### src/rtl/ring_pkg.sv
// Shared types and helpers for the ring sequence monitor.
// State encodings, rotate-right helper and index-width helper.
package ring_pkg;

    typedef enum logic [1:0] {
        IDLE   = 2'd0,
        HUNT   = 2'd1,
        LOCKED = 2'd2
    } state_e;

    localparam int MAX_W  = 64;
    localparam int RING_W = 4;

    function automatic int idx_width(input int w);
        return (w > 1) ? $clog2(w) : 1;
    endfunction

    localparam int IDX_W = idx_width(RING_W);

    // Rotate-right of the low w bits of x; bits at and above w read as 0.
    function automatic logic [MAX_W-1:0] rot(
        input logic [MAX_W-1:0] x,
        input int               w
    );
        logic [MAX_W-1:0] r;
        r = '0;
        for (int i = 0; i < MAX_W; i++) begin
            if (i == w - 1)
                r[i] = x[0];
            else if (i < w - 1)
                r[i] = x[(i + 1) % MAX_W];
        end
        return r;
    endfunction

endpackage

### src/rtl/ring_idx_enc.sv
// Combinational one-hot to binary encoder for the ring monitor.
// idx_o is forced to 0 whenever the input is not exactly one-hot.
module ring_idx_enc
    import ring_pkg::*;
#(
    parameter int WIDTH = 4,
    parameter int IW    = 2
) (
    input  logic [WIDTH-1:0] ring_i,
    output logic [IW-1:0]    idx_o,
    output logic             onehot_o
);

    logic [IW-1:0] acc;
    logic          single;

    always_comb begin
        single = (ring_i != '0) &&
                 ((ring_i & (ring_i - WIDTH'(1))) == '0);
    end

    always_comb begin
        acc = '0;
        for (int i = 0; i < WIDTH; i++) begin
            if (ring_i[i])
                acc = acc | IW'(i);
        end
    end

    always_comb begin
        onehot_o = single;
        idx_o    = single ? acc : '0;
    end

endmodule

### src/rtl/ring_monitor.sv
// Receive-side ring counter checker: lock, break detection, index decode.
// Define RING_MON_ERRCNT_EN to build the saturating error counter.
module ring_monitor
    import ring_pkg::*;
#(
    parameter int WIDTH  = 4,
    parameter int LOCK_N = 2,
    parameter int CNT_W  = 8
) (
    input  logic                        clk,
    input  logic                        clr_n,
    input  logic [WIDTH-1:0]            ring,
    input  logic                        resync,
    output logic                        locked,
    output logic                        err,
    output logic [CNT_W-1:0]            err_cnt,
    output logic [idx_width(WIDTH)-1:0] idx,
    output logic                        onehot
);

    localparam int IW   = idx_width(WIDTH);
    localparam int MC_W = (LOCK_N > 0) ? $clog2(LOCK_N + 1) : 1;

    state_e            state_q, state_d;
    logic [WIDTH-1:0]  prev_q, prev_d;
    logic [MC_W-1:0]   mcnt_q, mcnt_d;
    logic [MC_W-1:0]   mcnt_inc;
    logic              err_q, err_d;
    logic [IW-1:0]     idx_q, idx_d;
    logic              onehot_q, onehot_d;
    logic              match;

    ring_idx_enc #(
        .WIDTH (WIDTH),
        .IW    (IW)
    ) u_enc (
        .ring_i   (ring),
        .idx_o    (idx_d),
        .onehot_o (onehot_d)
    );

    // Comparison done at full helper width; upper bits are zero on both sides.
    assign match    = (MAX_W'(ring) == rot(MAX_W'(prev_q), WIDTH));
    assign mcnt_inc = mcnt_q + MC_W'(1);

    always_ff @(posedge clk or negedge clr_n) begin
        if (!clr_n) begin
            state_q  <= IDLE;
            prev_q   <= '0;
            mcnt_q   <= '0;
            err_q    <= 1'b0;
            idx_q    <= '0;
            onehot_q <= 1'b0;
        end else begin
            state_q  <= state_d;
            prev_q   <= prev_d;
            mcnt_q   <= mcnt_d;
            err_q    <= err_d;
            idx_q    <= idx_d;
            onehot_q <= onehot_d;
        end
    end

    always_comb begin
        state_d = state_q;
        prev_d  = prev_q;
        mcnt_d  = mcnt_q;
        err_d   = 1'b0;
        if (ring == '0) begin
            state_d = IDLE;
            mcnt_d  = '0;
            err_d   = (state_q == LOCKED);
        end else if (resync) begin
            prev_d  = ring;
            mcnt_d  = '0;
            state_d = HUNT;
        end else begin
            prev_d = ring;
            unique case (state_q)
                IDLE: begin
                    mcnt_d  = '0;
                    state_d = HUNT;
                end
                HUNT: begin
                    if (match) begin
                        mcnt_d = mcnt_inc;
                        if (mcnt_inc == MC_W'(LOCK_N))
                            state_d = LOCKED;
                    end else begin
                        mcnt_d = '0;
                    end
                end
                LOCKED: begin
                    if (!match) begin
                        err_d   = 1'b1;
                        mcnt_d  = '0;
                        state_d = HUNT;
                    end
                end
                default: begin
                    mcnt_d  = '0;
                    state_d = IDLE;
                end
            endcase
        end
    end

    always_comb begin
        locked = (state_q == LOCKED);
        err    = err_q;
        idx    = idx_q;
        onehot = onehot_q;
    end

`ifdef RING_MON_ERRCNT_EN
    logic [CNT_W-1:0] err_cnt_q;

    always_ff @(posedge clk or negedge clr_n) begin
        if (!clr_n)
            err_cnt_q <= '0;
        else if (err_d && (err_cnt_q != '1))
            err_cnt_q <= err_cnt_q + CNT_W'(1);
    end

    assign err_cnt = err_cnt_q;
`else
    assign err_cnt = '0;
`endif

endmodule
### config.mk
export PLATFORM = sky130hd
export DESIGN_NAME = ring_monitor
export DESIGN_NICKNAME = d
export VERILOG_FILES = /design/src/rtl/ring_pkg.sv /design/src/rtl/ring_idx_enc.sv /design/src/rtl/ring_monitor.sv
export SDC_FILE = /design/constraint.sdc
export NUM_CORES = 1
export LEC_CHECK = 0
export ABC_AREA = 1
export BUFFER_PORTS_ARGS = -buffer_cell sky130_fd_sc_hd__buf_2
export CORE_MARGIN = 4
export CORE_UTILIZATION = 53
export CTS_BUF_LIST = sky130_fd_sc_hd__clkbuf_16
export DETAILED_ROUTE_END_ITERATION = 10
export PLACE_DENSITY = 0.9
export SYNTH_ARGS = -nofsm -noshare
export SYNTH_HDL_FRONTEND = slang
export SYNTH_SLANG_ARGS = --single-unit
### constraint.sdc
create_clock -name clk -period 1.9 [get_ports clk]
set_input_delay 0.475 -clock clk [delete_from_list [all_inputs] [get_ports clk]]
set_output_delay 0.475 -clock clk [all_outputs]
set_load 0.02 [all_outputs]
==> impl_metrics.env <==
export IMPL_syn_cell_area_um2=726
export IMPL_setup_viol=0
export IMPL_leakage_nw=0.502
export IMPL_drive_gt1_frac=0.327
export IMPL_cp_required_ns=1.42
export IMPL_drt_iter0_drc=7
export IMPL_wl_mm=1.30
export IMPL_ant_nets=0
export IMPL_yosysTopAreaCellShare=0.414
export IMPL_maxSlewViolCount=0
export IMPL_diodes=0
export IMPL_hp_class="in -> async"
export IMPL_cts_sinks=12
export IMPL_cpLargestDelayFamily="flip-flops"
export IMPL_num_rows=13
export IMPL_yosysMostFrequentCell="nand2_1"
export IMPL_hold_viol_final=0
export IMPL_grt_start_max_net_pins=13
export IMPL_ys_flop_type="dfrtp_1"
export IMPL_die_area_um2=2030
export IMPL_cts_buffer_depth=2
export IMPL_crit_path_top_delay_cell="dfrtp_1"
export IMPL_seq_area_um2=300
export IMPL_fp_coreArea_um2=1300
export IMPL_start_util=0.558
export IMPL_drc_errors=0
export IMPL_rsz0062_at_grt="no"
export IMPL_antenna_found_initial=0
export IMPL_fin_crit_sh=0.843
export IMPL_ir_drop_v=0.000874
export IMPL_syn2layout_area_growth_pct=16.4
export IMPL_multi_input_area_um2=328
export IMPL_fillCellCount=116
export IMPL_fmax_ghz=0.624
export IMPL_arrival_ns=1.13
export IMPL_async_reset_ff_frac=1.00
export IMPL_synth_edff_count=0
export IMPL_place_area_um2=766
export IMPL_ctsHoldBuffers=0
export IMPL_cts_resized_gates=0
export IMPL_drt_first_pass_iters=4
export IMPL_end_kind="output pin"
export IMPL_clk_latency_ns=0.24
export IMPL_finalCriticalPeriod_ns=1.60
export IMPL_io_buffers=11
export IMPL_synth_area_leaders="dfrtp_1 41%, nand2_1 11%, buf_4 8.3%"
export IMPL_ys_ff_latch=12
export IMPL_path_max_fanout=3
export IMPL_grt_pass1_wl_mm=2.19
export IMPL_path_buf_inv=2
export IMPL_run_status="finished clean"
export IMPL_grt_overflow=0
export IMPL_crit_chain="or2_4 > inv_1 > buf_2"
export IMPL_critPathLaunchType="flop"
export IMPL_worstReg2RegStart="state_q[0]"
export IMPL_yosys_area_share_simple=0.329
export IMPL_synth_fa_ha_area_frac=0.0172
export IMPL_fin_setup_tns_ns=0
export IMPL_yosysSeqAreaShare=0.414
export IMPL_worst_slack_ns=0.297
export IMPL_cts_setup_buffers=0
export IMPL_pin_count=20
export IMPL_dp_cells=112
export IMPL_maxCapViolCount=0
export IMPL_clock_tree_root_cell="clkbuf_16"
export IMPL_via_per_inst=4.61
export IMPL_grt_pass1_vias=528
export IMPL_p_per_area_nw_per_um2=894
export IMPL_yosys_top_cells_count="21 x nand2_1, 13 x inv_1, 12 x dfrtp_1, 8 x buf_4, 5 x o21ai_1"
export IMPL_finalClockSkew_ns=0.00210
export IMPL_gp_congestion=0.757
export IMPL_syn_avg_cell_area_um2=8.34
export IMPL_fin_area_um2=845
export IMPL_grt_util_all_layers=0.153
export IMPL_synth_top_family_by_area="simple AND/OR/NAND/NOR gates"
export IMPL_cts_inserted_buffers=3
export IMPL_crit_path_start="state_q[0]"
export IMPL_tritoncts="done"
export IMPL_die_width_um=45.0
export IMPL_synth_cells=87
export IMPL_fin_cells=116
export IMPL_synth_compound_area_share=0.0638
export IMPL_vias=535
export IMPL_synth_distinct_cells=20
export IMPL_clk_pin_slew_ns=0.04
export IMPL_synth_xor_area_frac=0
export IMPL_dpl_worst_slack_ns=0.546
export IMPL_synthMuxAreaShare=0
export IMPL_critPathMaxStageDelay_ns=0.40
export IMPL_fin_util=0.649
export IMPL_htree_levels=1
export IMPL_hpwl_mm=1.07
export IMPL_path_class="reg -> out"
export IMPL_die_h_um=45.0
export IMPL_ys_warn_count=0
export IMPL_yosys_area_top_type="dfrtp_1"
export IMPL_nets=110
export IMPL_wl_per_cell_um=11.2
[kinds of logic (layout without fill, tap and decap cells)]
logic type / Yosys count / in the layout
and+or+nand+nor: 39 / 39
buffers and inverters: 25 / 32
DFF: 12 / 12
AOI/OAI and AO/OA: 9 / 9
adders and majority gates: 1 / 1
other: 1 / 8
[registers in the layout, summed over array words and instances (netlist names)]
| signal | flops |
|---|---|
| idx | 2 |
| prev_q | 4 |
| state_q | 2 |
| err | 1 |
| onehot | 1 |
| mcnt_q | 2 |
[layout make-up]
type	instances	share of cell area
Clock buffer	3	0.0889
Sequential cell	12	0.356
Timing Repair Buffer	11	0.0652
Inverter	17	0.0756
Tap cell	15	0.0222
Clock inverter	1	0.00444
Multi-Input combinational cell	57	0.388
[per-layer routing]
layer | vias up | part of all wire | track usage
met5 | - | 0 | 0
met4 | 0 | 0.012 | 0.0702
met3 | 2 | 0.057 | 0.0120
met2 | 13 | 0.51 | 0.274
met1 | 245 | 0.42 | 0.183
li1 | 275 | - | -
[path summary, 6_finish.rpt]
kind,to,slack [ns],depth (start not counted)
worst max-delay path,locked,0.30,3
worst min-delay path,prev_q[2],0.11,1
worst max register to register,mcnt_q[0],0.74,6
worst min register to register,mcnt_q[1],0.48,2
max in group asynchronous,mcnt_q[1],1.58,1
min in group clk,mcnt_q[1],0.48,2
[worst register-to-register path, delay by kind of cell, from the launching register on]
family           cells  cell delay, ns
and+or+nand+nor      6            0.70
DFF                  1            0.40
[power breakdown]
group | internal (mW) | total [mW] | leakage (nW) | switching, mW
combinational | 0.0277 | 0.0984 | 0.312 | 0.0707
clock | 0.277 | 0.381 | 0.0385 | 0.105
sequential | 0.269 | 0.276 | 0.152 | 0.00693
[placed cells by master (no fill, tap or decap)]
cell type	instances
a21oi_1	2
buf_2	11
clkbuf_16	3
clkinv_1	1
conb_1	8
dfrtp_1	12
ha_1	1
inv_1	13
inv_2	4
nand2_1	21
nand2_2	3
nand2_4	3
nand3_1	2
nand4_2	1
nor2_1	1
nor2_2	3
nor2_4	3
nor2_8	1
o21ai_0	1
o21ai_1	5
o22ai_1	1
or2_4	1
[through the flow]
step                      power, mW  hold WS (ns)
final                         0.755         0.108
after global routing          0.780         0.128
after CTS                     0.760         0.117
after detailed placement      0.378         0.365
after global placement        0.373         0.359
after floorplan               0.360         0.179
Power figures use the tool's default switching activity.
